**src/rtl/sr_pkg.sv**
```systemverilog
// -----------------------------------------------------------------------------
// sr_pkg
// Shared definitions for the coefficient loader: default geometry, the frame
// sync byte, the signed coefficient type and the loader FSM state encoding.
// -----------------------------------------------------------------------------
package sr_pkg;

  // Default network geometry.
  localparam int DEF_N_LAYERS  = 5;
  localparam int DEF_N_KERNELS = 64;
  localparam int DEF_N_DEPTH   = 64;

  // First byte of every frame.
  localparam logic [7:0] SYNC_BYTE = 8'hA5;

  // Coefficient as written to the weight and bias RAMs.
  typedef logic signed [31:0] coeff_t;

  // Frame parser states.
  typedef enum logic [2:0] {
    ST_HUNT,
    ST_LAYER,
    ST_WEIGHTS,
    ST_BIASES,
    ST_CHECK,
    ST_REPORT
  } state_e;

endpackage

```
**src/rtl/word_assembler.sv**
```systemverilog
// -----------------------------------------------------------------------------
// word_assembler
// Packs a byte stream into little-endian 32-bit words. The first byte received
// is the least significant byte. word/word_valid are presented combinationally
// in the cycle the fourth byte is offered, so the consumer can register them.
//
// Ports
//   clk        : rising-edge clock
//   rst        : synchronous active-high reset
//   clr        : synchronous clear of the byte phase (realigns to byte 0)
//   byte_in    : incoming byte
//   byte_valid : byte_in is being consumed this cycle
//   word       : assembled word {byte_in, bytes 2..0}
//   word_valid : high for the cycle in which the fourth byte is consumed
// -----------------------------------------------------------------------------
module word_assembler (
  input  logic        clk,
  input  logic        rst,
  input  logic        clr,
  input  logic [7:0]  byte_in,
  input  logic        byte_valid,
  output logic [31:0] word,
  output logic        word_valid
);

  logic [1:0]  cnt_q, cnt_d;
  logic [23:0] buf_q, buf_d;

  // NOTE: every signal driven here gets a default first, so no path can leave
  // it unassigned and no latch is inferred.
  always_comb begin
    cnt_d      = cnt_q;
    buf_d      = buf_q;
    word       = {byte_in, buf_q};
    word_valid = 1'b0;
    if (clr) begin
      cnt_d = '0;
      buf_d = '0;
    end else if (byte_valid) begin
      // Shift new bytes in from the top so byte 0 ends up in bits [7:0].
      buf_d      = {byte_in, buf_q[23:8]};
      cnt_d      = cnt_q + 2'd1;
      word_valid = (cnt_q == 2'd3);
    end
  end

  // NOTE: state is updated with non-blocking assignments so every flop samples
  // the pre-edge values, independent of statement order.
  always_ff @(posedge clk) begin
    if (rst) begin
      cnt_q <= '0;
      buf_q <= '0;
    end else begin
      cnt_q <= cnt_d;
      buf_q <= buf_d;
    end
  end

endmodule

```
**src/rtl/coeff_loader.sv**
```systemverilog
// -----------------------------------------------------------------------------
// coeff_loader
// Parses framed coefficient streams and writes them into external weight and
// bias RAMs. Frame: 0xA5, layer byte, N_KERNELS*N_DEPTH*9 weight words,
// N_KERNELS bias words, XOR checksum byte (over layer byte .. last bias byte).
// Words are 4 bytes little-endian. A layer's valid bit is cleared when its
// reload starts and set only when the checksum matches; writes of a rejected
// frame are not rolled back.
//
// Ports
//   clk         : rising-edge clock
//   rst         : synchronous active-high reset
//   in_data     : coefficient byte stream
//   in_valid    : in_data valid
//   in_ready    : loader accepts a byte (transfer on in_valid && in_ready)
//   w_wr_en     : weight RAM write strobe (one cycle)
//   w_wr_addr   : weight RAM address
//   b_wr_en     : bias RAM write strobe (one cycle)
//   b_wr_addr   : bias RAM address
//   wr_data     : signed coefficient for either RAM
//   layer_valid : bit L set when layer L is loaded and checksum-clean
//   done        : one-cycle pulse on an accepted frame
//   err         : one-cycle pulse on a rejected frame
// -----------------------------------------------------------------------------
module coeff_loader
  import sr_pkg::*;
#(
  parameter int N_LAYERS  = DEF_N_LAYERS,
  parameter int N_KERNELS = DEF_N_KERNELS,
  parameter int N_DEPTH   = DEF_N_DEPTH,
  localparam int WPL = N_KERNELS * N_DEPTH * 9,
  localparam int WAW = $clog2(N_LAYERS * WPL),
  localparam int BAW = (N_LAYERS * N_KERNELS > 1) ? $clog2(N_LAYERS * N_KERNELS) : 1
) (
  input  logic                clk,
  input  logic                rst,
  input  logic [7:0]          in_data,
  input  logic                in_valid,
  output logic                in_ready,
  output logic                w_wr_en,
  output logic [WAW-1:0]      w_wr_addr,
  output logic                b_wr_en,
  output logic [BAW-1:0]      b_wr_addr,
  output logic signed [31:0]  wr_data,
  output logic [N_LAYERS-1:0] layer_valid,
  output logic                done,
  output logic                err
);

  localparam int LW = (N_LAYERS > 1) ? $clog2(N_LAYERS) : 1;
  localparam int CW = $clog2(WPL);

  state_e                state_q, state_d;
  logic [LW-1:0]         layer_q, layer_d;
  logic [CW-1:0]         cnt_q, cnt_d;
  logic [7:0]            csum_q, csum_d;
  logic [N_LAYERS-1:0]   lv_q, lv_d;
  logic                  in_ready_q, in_ready_d;
  logic                  w_wr_en_q, w_wr_en_d;
  logic                  b_wr_en_q, b_wr_en_d;
  logic [WAW-1:0]        w_wr_addr_q, w_wr_addr_d;
  logic [BAW-1:0]        b_wr_addr_q, b_wr_addr_d;
  coeff_t                wr_data_q, wr_data_d;
  logic                  done_q, done_d;
  logic                  err_q, err_d;

  logic                  accept;
  logic                  in_words;
  logic [31:0]           asm_word;
  logic                  asm_valid;

  assign accept   = in_valid && in_ready_q;
  assign in_words = (state_q == ST_WEIGHTS) || (state_q == ST_BIASES);

  // Byte phase is realigned whenever the parser is outside the word payload.
  word_assembler u_asm (
    .clk        (clk),
    .rst        (rst),
    .clr        (!in_words),
    .byte_in    (in_data),
    .byte_valid (accept && in_words),
    .word       (asm_word),
    .word_valid (asm_valid)
  );

  always_comb begin
    state_d     = state_q;
    layer_d     = layer_q;
    cnt_d       = cnt_q;
    csum_d      = csum_q;
    lv_d        = lv_q;
    w_wr_en_d   = 1'b0;
    b_wr_en_d   = 1'b0;
    w_wr_addr_d = w_wr_addr_q;
    b_wr_addr_d = b_wr_addr_q;
    wr_data_d   = wr_data_q;
    done_d      = 1'b0;
    err_d       = 1'b0;

    case (state_q)
      ST_HUNT: begin
        if (accept && in_data == SYNC_BYTE) begin
          state_d = ST_LAYER;
          cnt_d   = '0;
          csum_d  = '0;
        end
      end

      ST_LAYER: begin
        if (accept) begin
          if (in_data >= 8'(N_LAYERS)) begin
            state_d = ST_REPORT;
            err_d   = 1'b1;
          end else begin
            layer_d        = in_data[LW-1:0];
            lv_d[layer_d]  = 1'b0;
            csum_d         = in_data;
            cnt_d          = '0;
            state_d        = ST_WEIGHTS;
          end
        end
      end

      ST_WEIGHTS: begin
        if (accept) begin
          csum_d = csum_q ^ in_data;
          if (asm_valid) begin
            // Stream order (kernel, depth, ki, kj) makes the word count the
            // offset inside the layer's block.
            w_wr_en_d   = 1'b1;
            w_wr_addr_d = WAW'(layer_q) * WAW'(WPL) + WAW'(cnt_q);
            wr_data_d   = $signed(asm_word);
            if (cnt_q == CW'(WPL - 1)) begin
              cnt_d   = '0;
              state_d = ST_BIASES;
            end else begin
              cnt_d = cnt_q + 1'b1;
            end
          end
        end
      end

      ST_BIASES: begin
        if (accept) begin
          csum_d = csum_q ^ in_data;
          if (asm_valid) begin
            b_wr_en_d   = 1'b1;
            b_wr_addr_d = BAW'(layer_q) * BAW'(N_KERNELS) + BAW'(cnt_q);
            wr_data_d   = $signed(asm_word);
            if (cnt_q == CW'(N_KERNELS - 1)) begin
              cnt_d   = '0;
              state_d = ST_CHECK;
            end else begin
              cnt_d = cnt_q + 1'b1;
            end
          end
        end
      end

      ST_CHECK: begin
        // Verdict is registered so done/err and layer_valid appear together
        // during the single REPORT cycle.
        if (accept) begin
          state_d = ST_REPORT;
          if (in_data == csum_q) begin
            done_d        = 1'b1;
            lv_d[layer_q] = 1'b1;
          end else begin
            err_d = 1'b1;
          end
        end
      end

      ST_REPORT: state_d = ST_HUNT;

      default: state_d = ST_HUNT;
    endcase

    // Registered ready mirrors the state being entered, so it is low exactly
    // while REPORT is current.
    in_ready_d = (state_d != ST_REPORT);
  end

  always_ff @(posedge clk) begin
    if (rst) begin
      state_q     <= ST_HUNT;
      layer_q     <= '0;
      cnt_q       <= '0;
      csum_q      <= '0;
      lv_q        <= '0;
      in_ready_q  <= 1'b0;
      w_wr_en_q   <= 1'b0;
      b_wr_en_q   <= 1'b0;
      w_wr_addr_q <= '0;
      b_wr_addr_q <= '0;
      wr_data_q   <= '0;
      done_q      <= 1'b0;
      err_q       <= 1'b0;
    end else begin
      state_q     <= state_d;
      layer_q     <= layer_d;
      cnt_q       <= cnt_d;
      csum_q      <= csum_d;
      lv_q        <= lv_d;
      in_ready_q  <= in_ready_d;
      w_wr_en_q   <= w_wr_en_d;
      b_wr_en_q   <= b_wr_en_d;
      w_wr_addr_q <= w_wr_addr_d;
      b_wr_addr_q <= b_wr_addr_d;
      wr_data_q   <= wr_data_d;
      done_q      <= done_d;
      err_q       <= err_d;
    end
  end

  assign in_ready    = in_ready_q;
  assign w_wr_en     = w_wr_en_q;
  assign w_wr_addr   = w_wr_addr_q;
  assign b_wr_en     = b_wr_en_q;
  assign b_wr_addr   = b_wr_addr_q;
  assign wr_data     = wr_data_q;
  assign layer_valid = lv_q;
  assign done        = done_q;
  assign err         = err_q;

endmodule

```
**config.mk**
```make
export PLATFORM = sky130hd
export DESIGN_NAME = coeff_loader
export DESIGN_NICKNAME = d
export VERILOG_FILES = /design/src/rtl/sr_pkg.sv /design/src/rtl/word_assembler.sv /design/src/rtl/coeff_loader.sv
export SDC_FILE = /design/constraint.sdc
export NUM_CORES = 1
export LEC_CHECK = 0
export BUFFER_PORTS_ARGS = -buffer_cell sky130_fd_sc_hd__buf_2
export CAP_MARGIN = 0
export CORE_MARGIN = 2
export CORE_UTILIZATION = 50
export CTS_CLUSTER_SIZE = 10
export DETAILED_ROUTE_END_ITERATION = 16
export PLACE_DENSITY = 0.79
export SYNTH_ARGS = -nofsm -noshare
export SYNTH_HDL_FRONTEND = slang
export SYNTH_SLANG_ARGS = --single-unit
export TNS_END_PERCENT = 1
```
**constraint.sdc**
```tcl
create_clock -name clk -period 4.9 [get_ports clk]
set_input_delay 0.735 -clock clk [delete_from_list [all_inputs] [get_ports clk]]
set_output_delay 0.735 -clock clk [all_outputs]
set_load 0.02 [all_outputs]
```
==> impl_results.md <==
* Starting density of the core at around half
* # DRC at 0
* Run status: complete, no violations
* Cell Area, Placed at 5750 um^2
* H-tree levels at 4
* Final Critical Period at around 2.6 ns
* Core ar. at around 10000 um^2
* Sequential fraction of the synthesis area at a little under half
* Final WL at 13100 um
* Reg-to-Reg Start: state_q[1]$_SDFF_PP0_
* DRT iter0 DRCs at about 360
* Clk root buf: clkbuf_8
* Number of I/O port buffers at between 70 and 80
* Fillers at between 800 and 900
* Hold Path Class: flip-flop to flip-flop
* Clock skew at ~0.0098 ns
* Max Freq at between 300 and 400 MHz
* Ranking of synthesized cells by area: dfxtp_1 (47%), nand2_1 (12%), a21oi_1 (8.9%)
* DR WL/cell at roughly 15 um
* HPWL after detailed placement at 8620 um
* Post-synthesis cell area at ~5300 um^2
* Worst Path Required at around 5.3 ns
* CTS tree: done
* Hold Startpoint: wr_data[5]$_SDFFE_PP0P_
* CTS clock-pin slew for the worst setup and hold paths at ~0.06 ns
* Static leakage at between 2 and 2.5 nW
* Post-DRT Antenna Nets at 0
* Largest net degree at the start of global routing at 96
* Syn Inst Count at roughly 670
* Max-cap violations at 0
* # diodes at 0
* Syn avg cell area at ~7.9 um^2
* Clk Latency, worst-skew pair at approximately 0.53 ns
* Vias at 4954
* Gpl congestion at 0.897
* Maximum VDD drop at approximately 0.22 mV
* Most frequent cells in the layout: nand2_1 (173), dfxtp_1 (125), a21oi_1 (95)
* Final number of hold-violating endpoints at 0
* EDFF count, synth at 0
* Ys flop type: dfxtp_1
* Number of global-route vias before repair at between 4k and 5k
* Final setup vio count at 0
* CTS Buffer Depth at 2
* Synth cell types at 45
* Final period utilization at between 50% and 60%
* Max FO, Critical Path at 36
* Vias per cell at 5.64
* Post-Route Setup TNS at 0 ns
* CP Capture Type: flip-flop
* Max-slew violations at 0
* #FFs+latches synth at approximately 130
* RSZ-0062 raised after global routing: false
* First-pass detailed-route iteration total at 6
* Placed Cells at 850
* CP startpoint kind: flip-flop
* Rel. slew slack at about 37%
* Total global-route track usage at 23.8%
* Most common cell after layout, fill and taps aside: nand2_1
* Ratio of cells with drive above 1 in the final layout at approximately 17%
* Resized Gates After CTS at 0
* Area delta synth->final at 18.5%
* CTS Buf Count at 17
* Hold Slack at ~0.45 ns
* Gr ovfl total at 0
* # rows at 37
* Die Area at 11500 um^2
* Initial antenna violation count at 0
* Top cell type's share of synthesized area at 47.0%
* Die Wd at 107 um
* Cell taking the most area after synthesis: dfxtp_1
* IO Pins at 80
* Post-synth net total at roughly 690
* Nets at 753
* Register area at around 2500 um^2
* CTS Hold Bufs at 0
* Area of the multi-input gates at about 2600 um^2
* Global-route wire length before repair at 21800 um
* Crit path launch: state_q[1]$_SDFF_PP0_
* Least-Margin Pin Slew at 0.941 ns
* Chip height at approximately 110 um
* CTS sink count at approximately 130
* Synth async-reset ratio at 0%
* # Post-CTS Setup Buffers at 0
* Synth warnings at 0
* Post-route cell area at between 6000 and 7000 um^2
* Layout Cells excl Fill at approximately 880
* CP Data Arrival Time at around 3 ns
* WS Path Type: flip-flop to flip-flop
* Power per cell area at 357 nW/um^2
## sequential cells by signal, summed over array words and instances, names as in the netlist, 2 cells and up
name	flops
layer_q	3
b_wr_addr	9
w_wr_addr	18
u_asm.buf_q	24
wr_data	32
state_q	3
cnt_q	16
layer_valid	5
u_asm.cnt_q	2
csum_q	8
## layout make-up
class / count / share of cell area (%)
well taps: 136 / 2.70
clock inverters: 6 / 1.37
inverters: 12 / 0.714
repair buffers: 86 / 7.10
flip-flops and latches: 125 / 39.7
clock buffers: 23 / 7.55
multi-input cells: 491 / 40.9
## kinds of logic (layout without fill, tap and decap cells)
family,count (synthesis),in the layout,synth area share [%]
AND/OR/NAND/NOR,300,300,25.0
AO/OA/AOI/OAI,157,157,16.7
flip-flops,125,125,47.0
buffers and inverters,56,127,4.51
XOR/XNOR,15,15,2.47
multiplexers,10,10,1.88
adder cells (fa/ha/maj),9,9,2.40
## worst max-delay path, cell delays in order, from the launching register on
cell	delay [ns]
dfxtp_1	0.44
nor2b_1	0.47
nand3_1	0.13
buf_4	0.28
nor2_1	0.59
buf_4	0.30
nor2_1	0.05
a211oi_1	0.20
## Yosys cell counts, types with 5 or more instances
cell      number
buf_2          6
nand2_1      173
o21ai_0       27
ha_1           7
a21oi_1       95
and3_1         6
nor3_1        12
xnor2_1       14
nand3_1       18
dfxtp_1      125
nor2_1        41
inv_1         12
and2_1         7
or3_1         12
nand4_1        5
a32oi_1        9
a31oi_1        8
clkbuf_1      35
mux2i_1       10
## metal layers
| layer | GRT usage, % | share of wire [%] |
|---|---|---|
| met2 | 38.7 | 48 |
| met3 | 5.41 | 5.8 |
| met4 | 10.8 | 2.4 |
| met1 | 29.9 | 44 |
| met5 | 0 | 0 |
## path summary, 6_finish.rpt
path | slack, ns | cells after the start | endpoint
max | 2.34 | 7 | w_wr_addr[17]$_SDFFE_PP0P_
min reg2reg | 0.45 | 2 | wr_data[5]$_SDFFE_PP0P_
min | 0.45 | 2 | wr_data[5]$_SDFFE_PP0P_
max reg2reg | 2.34 | 7 | w_wr_addr[17]$_SDFFE_PP0P_
## report_power, final
| group | switching (mW) | internal (mW) |
|---|---|---|
| sequential | 0.000620 | 1.02 |
| clock | 0.422 | 0.767 |
| combinational | 0.0364 | 0.0107 |
## stage by stage
| step | worst slack, ns | total power [mW] | util, % |
|---|---|---|---|
| global placement | 2.14 | 1.08 | 55.7 |
| floorplan | 2.68 | 1.07 | - |
| detailed placement | 2.00 | 1.09 | 55.7 |
| finish | 2.34 | 2.26 | 61.1 |
| global route | 2.18 | 2.32 | 61.1 |
| CTS | 2.32 | 2.26 | 61.1 |
(Power assumes the default switching activity.)
